`config.mk`:
```
export PLATFORM = sky130hd
export DESIGN_NAME = racket_control
export DESIGN_NICKNAME = d
export VERILOG_FILES = /design/src/rtl/racket_control.sv
export SDC_FILE = /design/constraint.sdc
export NUM_CORES = 1
export LEC_CHECK = 0
export BUFFER_PORTS_ARGS = -buffer_cell sky130_fd_sc_hd__buf_2
export CORE_MARGIN = 2
export CORE_UTILIZATION = 29
export DETAILED_ROUTE_END_ITERATION = 10
export GPL_TIMING_DRIVEN = 0
export SYNTH_ARGS = -nofsm -noshare
export SYNTH_HDL_FRONTEND = slang
export SYNTH_SLANG_ARGS = --single-unit
```
`constraint.sdc`:
```
create_clock -name clk65MHz -period 5 [get_ports clk65MHz]
set_input_delay 0.25 -clock clk65MHz [delete_from_list [all_inputs] [get_ports clk65MHz]]
set_output_delay 0.25 -clock clk65MHz [all_outputs]
set_load 0.005 [all_outputs]
```
`src/rtl/racket_control.sv`:
```
// racket_control: per-player racket Y controller with button sync, movement FSM and frame-rate clamped stepping; define RACKET_ACCEL_EN for hold-to-accelerate.
module racket_control #(
  parameter int unsigned Y_MIN        = 51,
  parameter int unsigned Y_MAX        = 637,
  parameter int unsigned Y_INIT       = 344,
  parameter int unsigned STEP         = 5,
  parameter int unsigned ACCEL_FRAMES = 16
) (
  input  logic       clk65MHz,
  input  logic       rst_n,
  input  logic       end_of_frame,
  input  logic       btn_up,
  input  logic       btn_down,
  input  logic       screen_idle,
  output logic [9:0] pos_of_player,
  output logic       moving
);
  typedef enum logic [1:0] {IDLE, STILL, UP, DOWN} state_t;
  state_t      state_q, state_d;
  logic [1:0]  up_sync_q, down_sync_q;
  logic        up_s, down_s;
  logic        moving_q, moving_d;
  logic [9:0]  pos_q, pos_d;
  logic [10:0] step, pos_ext, dn_sum;
  logic [9:0]  up_res, dn_res;
  assign up_s          = up_sync_q[1];
  assign down_s        = down_sync_q[1];
  assign pos_of_player = pos_q;
  assign moving        = moving_q;
  // two-flop synchronisers for the raw asynchronous buttons
  always_ff @(posedge clk65MHz or negedge rst_n) begin
    if (!rst_n) begin
      up_sync_q   <= '0;
      down_sync_q <= '0;
    end else begin
      up_sync_q   <= {up_sync_q[0], btn_up};
      down_sync_q <= {down_sync_q[0], btn_down};
    end
  end
  // movement state register with moving flag registered alongside it
  always_ff @(posedge clk65MHz or negedge rst_n) begin
    if (!rst_n) begin
      state_q  <= IDLE;
      moving_q <= 1'b0;
    end else begin
      state_q  <= state_d;
      moving_q <= moving_d;
    end
  end
  // next state: idle screen dominates, idle always passes through STILL, conflicting buttons mean STILL
  always_comb begin
    state_d = state_q;
    if (screen_idle)
      state_d = IDLE;
    else if (state_q == IDLE)
      state_d = STILL;
    else
      state_d = (up_s && !down_s) ? UP : (down_s && !up_s) ? DOWN : STILL;
    moving_d = (state_d == UP) || (state_d == DOWN);
  end
`ifdef RACKET_ACCEL_EN
  logic [5:0] hold_q, hold_d;
  logic       hold_clr;
  // saturating count of frames spent moving in one direction
  always_ff @(posedge clk65MHz or negedge rst_n) begin
    if (!rst_n)
      hold_q <= '0;
    else
      hold_q <= hold_d;
  end
  // clear on stopping or reversing; count only on frame pulses while moving
  always_comb begin
    hold_clr = (state_d == STILL) || (state_d == IDLE) || (moving_q && (state_d != state_q));
    hold_d   = hold_clr ? 6'd0 : (end_of_frame && moving_q && (hold_q != 6'h3f)) ? hold_q + 6'd1 : hold_q;
    step     = (32'(hold_q) >= ACCEL_FRAMES) ? 11'(2 * STEP) : 11'(STEP);
  end
`else
  logic unused_accel;
  assign unused_accel = ^32'(ACCEL_FRAMES);
  assign step         = 11'(STEP);
`endif
  // racket position register, only touched on frame pulses
  always_ff @(posedge clk65MHz or negedge rst_n) begin
    if (!rst_n)
      pos_q <= 10'(Y_INIT);
    else
      pos_q <= pos_d;
  end
  // clamped step in 11 bits; the up compare happens before subtracting so it cannot underflow
  always_comb begin
    pos_ext = {1'b0, pos_q};
    dn_sum  = pos_ext + step;
    up_res  = (pos_ext < 11'(Y_MIN) + step) ? 10'(Y_MIN) : 10'(pos_ext - step);
    dn_res  = (dn_sum > 11'(Y_MAX)) ? 10'(Y_MAX) : 10'(dn_sum);
    pos_d   = !end_of_frame       ? pos_q :
              (state_q == IDLE)   ? 10'(Y_INIT) :
              (state_q == UP)     ? up_res :
              (state_q == DOWN)   ? dn_res : pos_q;
  end
endmodule

```
==> flow_summary.ini <==
[timing]
max_slew.worst_pin.slew_ps = 552.3
grt_setup_unrepaired = no
fin_skew_ps = 4.289
period_needed_ps = 2300
hold_ws_ps = 93.40
tns_ps = 0
fmaxAchievable_ghz = 0.4347
finalMaxSlewViolations = 0
setup_viol = 0
fin_crit_sh = 0.4601
relSlewSlack = 0.6213
hold_viol = 0

[layout]
num_antenna_cells = 0
final_cell_mix = 16 x buf_2, 13 x dfrtp_1, 12 x o21ai_0, 11 x a21oi_1, 11 x nand2_1
nets = 180
design_area_um2 = 1505
drive_above_1_share = 0.2412
syn_to_final_growth_pct = 15.45
final_common_cell = buf_2

[cts]
cts_max_path_buffers = 2
cts_resized = 0
clkSinkCount = 17
cts_tree = done
cts_setup_buffers = 0
cts_buffers = 3
cts_hold_buf = 1
path_clk_slew_ps = 70
h-tree-depth = 1
cts_root_buf = clkbuf_8
clk_latency_ps = 260

[worst_hold_path]
min_path_type = in -> reg
worstHoldPathCells = 1

[power_and_ir_drop]
p_leak_nw = 0.6301
powerDensity_nw_per_um2 = 327.5
peakVddDrop_mv = 0.1317

[critical_path]
cp.required_ps = 5150
reg2reg_depth = 7
critPathKind = reg -> reg
cp-end-kind = flip-flop
crit_fanout = 8
cp.arrival_ps = 2450
startpoint_type = flip-flop

[synthesis]
ys_types = 51
ys_ff_latch = 17
synth_top_cell_by_area = dfrtp_1
synth-edff-count = 0
synth-warning-count = 0
synthTopCellsByArea = dfrtp_1 25%, dfstp_2 8.1%, o21ai_0 4.6%
syn_avg_cell_area_um2 = 8.750
ys_seq_area_frac = 0.3301
syn_area_um2 = 1304
syn-num-nets = 158
netlist_instances = 149
synth_top_area_frac = 0.2495
async_flop_share = 1.000
synth_ff_type = dfrtp_1

[detailed_routing]
drtIter0Drc = 95
via_per_inst = 5.311
num_vias = 1179
drc = 0
drtPass1Iterations = 4
routed_wl_mm = 3.149
ant_nets = 0
wl_per_cell_um = 14.18

[grt]
track_usage = 0.1350
antenna_found_initial = 0
grt_max_degree = 18
grt_pass1_wl_mm = 5.299
overflow = 0
grt_pass1_vias = 1092

[placement]
port_buffers = 16
placed_cell_area_um2 = 1449
routabilityCongestion = 0.9079
hpwl_mm = 2.351

[floorplanning]
core_area_um2 = 4354
die-width_um = 71.05
rows = 24
die_area_um2 = 5048
io_pins = 17
die_h_um = 71.05
start_util = 0.2994

[job]
drv_cap = 0

[outcome]
status = finished, final reports clean
## logic make-up after synthesis
kind of cell    synth area share
compound gates            0.2515
xor+xnor                 0.04703
fa+ha+maj                0.02879
buf+inv                  0.07198
flops                     0.3301
mux                      0.02303
simple gates              0.2476
## final timing paths
path | startpoint | end | slack, ps
worst min register to register | down_sync_q[0] | down_sync_q[1] | 350
min in group asynchronous | rst_n | pos_of_player[1] | 440
worst max-delay path | pos_of_player[0] | pos_of_player[0] | 2700
worst max register to register | pos_of_player[0] | pos_of_player[0] | 2700
max in group asynchronous | rst_n | pos_of_player[8] | 4240
worst min-delay path | btn_up | up_sync_q[0] | 90
## cells in the mapped netlist (2+ instances only)
cell type  count
dfrtp_1       13
o21ai_0       12
a21oi_1       11
nand2_1       11
nor2_1         9
nand2b_1       6
inv_1          5
xor2_1         5
a211oi_1       4
and2_1         4
buf_4          4
dfstp_2        4
nor3b_1        4
buf_6          3
ha_1           3
mux2i_1        3
nand3_1        3
nor2b_1        3
o22ai_1        3
a31oi_1        2
a41oi_1        2
and3_1         2
nand4b_1       2
nor3_1         2
o2111ai_1      2
xnor2_1        2
## registers in the layout, summed over array words and instances, names as in the netlist
name and flops:
pos_of_player 10, down_sync_q 2, state_q 2, up_sync_q 2, moving 1
## layer usage
metal	track usage	vias up	share of wire
li1	-	591	-
met4	0.03774	0	0.017
met2	0.2098	29	0.46
met1	0.1858	552	0.47
met5	0	-	0
met3	0.03561	7	0.050
## worst max-delay path, stage by stage (launching register included)
cell and delay, ps:
dfrtp_1 470, ha_1 310, nor2_2 240, mux2i_1 220, a41oi_1 200, a21oi_1 340, o21ai_0 140, a31o_2 270
## stage by stage
stage	std cells	setup slack, ps	power [mW]	utilization
global placement	217	2707	0.3859	0.3328
finish	222	2700	0.4929	0.3457
CTS	222	2696	0.4997	0.3457
global route	222	2560	0.5322	0.3457
detailed placement	217	2719	0.3858	0.3328
floorplan	149	3089	0.3313	-
## layout make-up
type,instances,area (µm²)
clock buffer,3,41.29
multi-input combinational,118,779.5
tap,52,65.06
clock inverter,1,5.005
inverter,5,18.77
sequential,17,430.4
timing repair buffer,17,90.09
buffer,9,75.07
fill,451,2849
## power by group
group / switching, mW / total, mW / internal (mW) / leakage (nW)
registers: 0.0207 / 0.179 / 0.158 / 0.207
clock network: 0.0523 / 0.108 / 0.0555 / 0.0255
logic: 0.114 / 0.207 / 0.0928 / 0.398
Note: power is estimated with default switching activity, not from simulation.
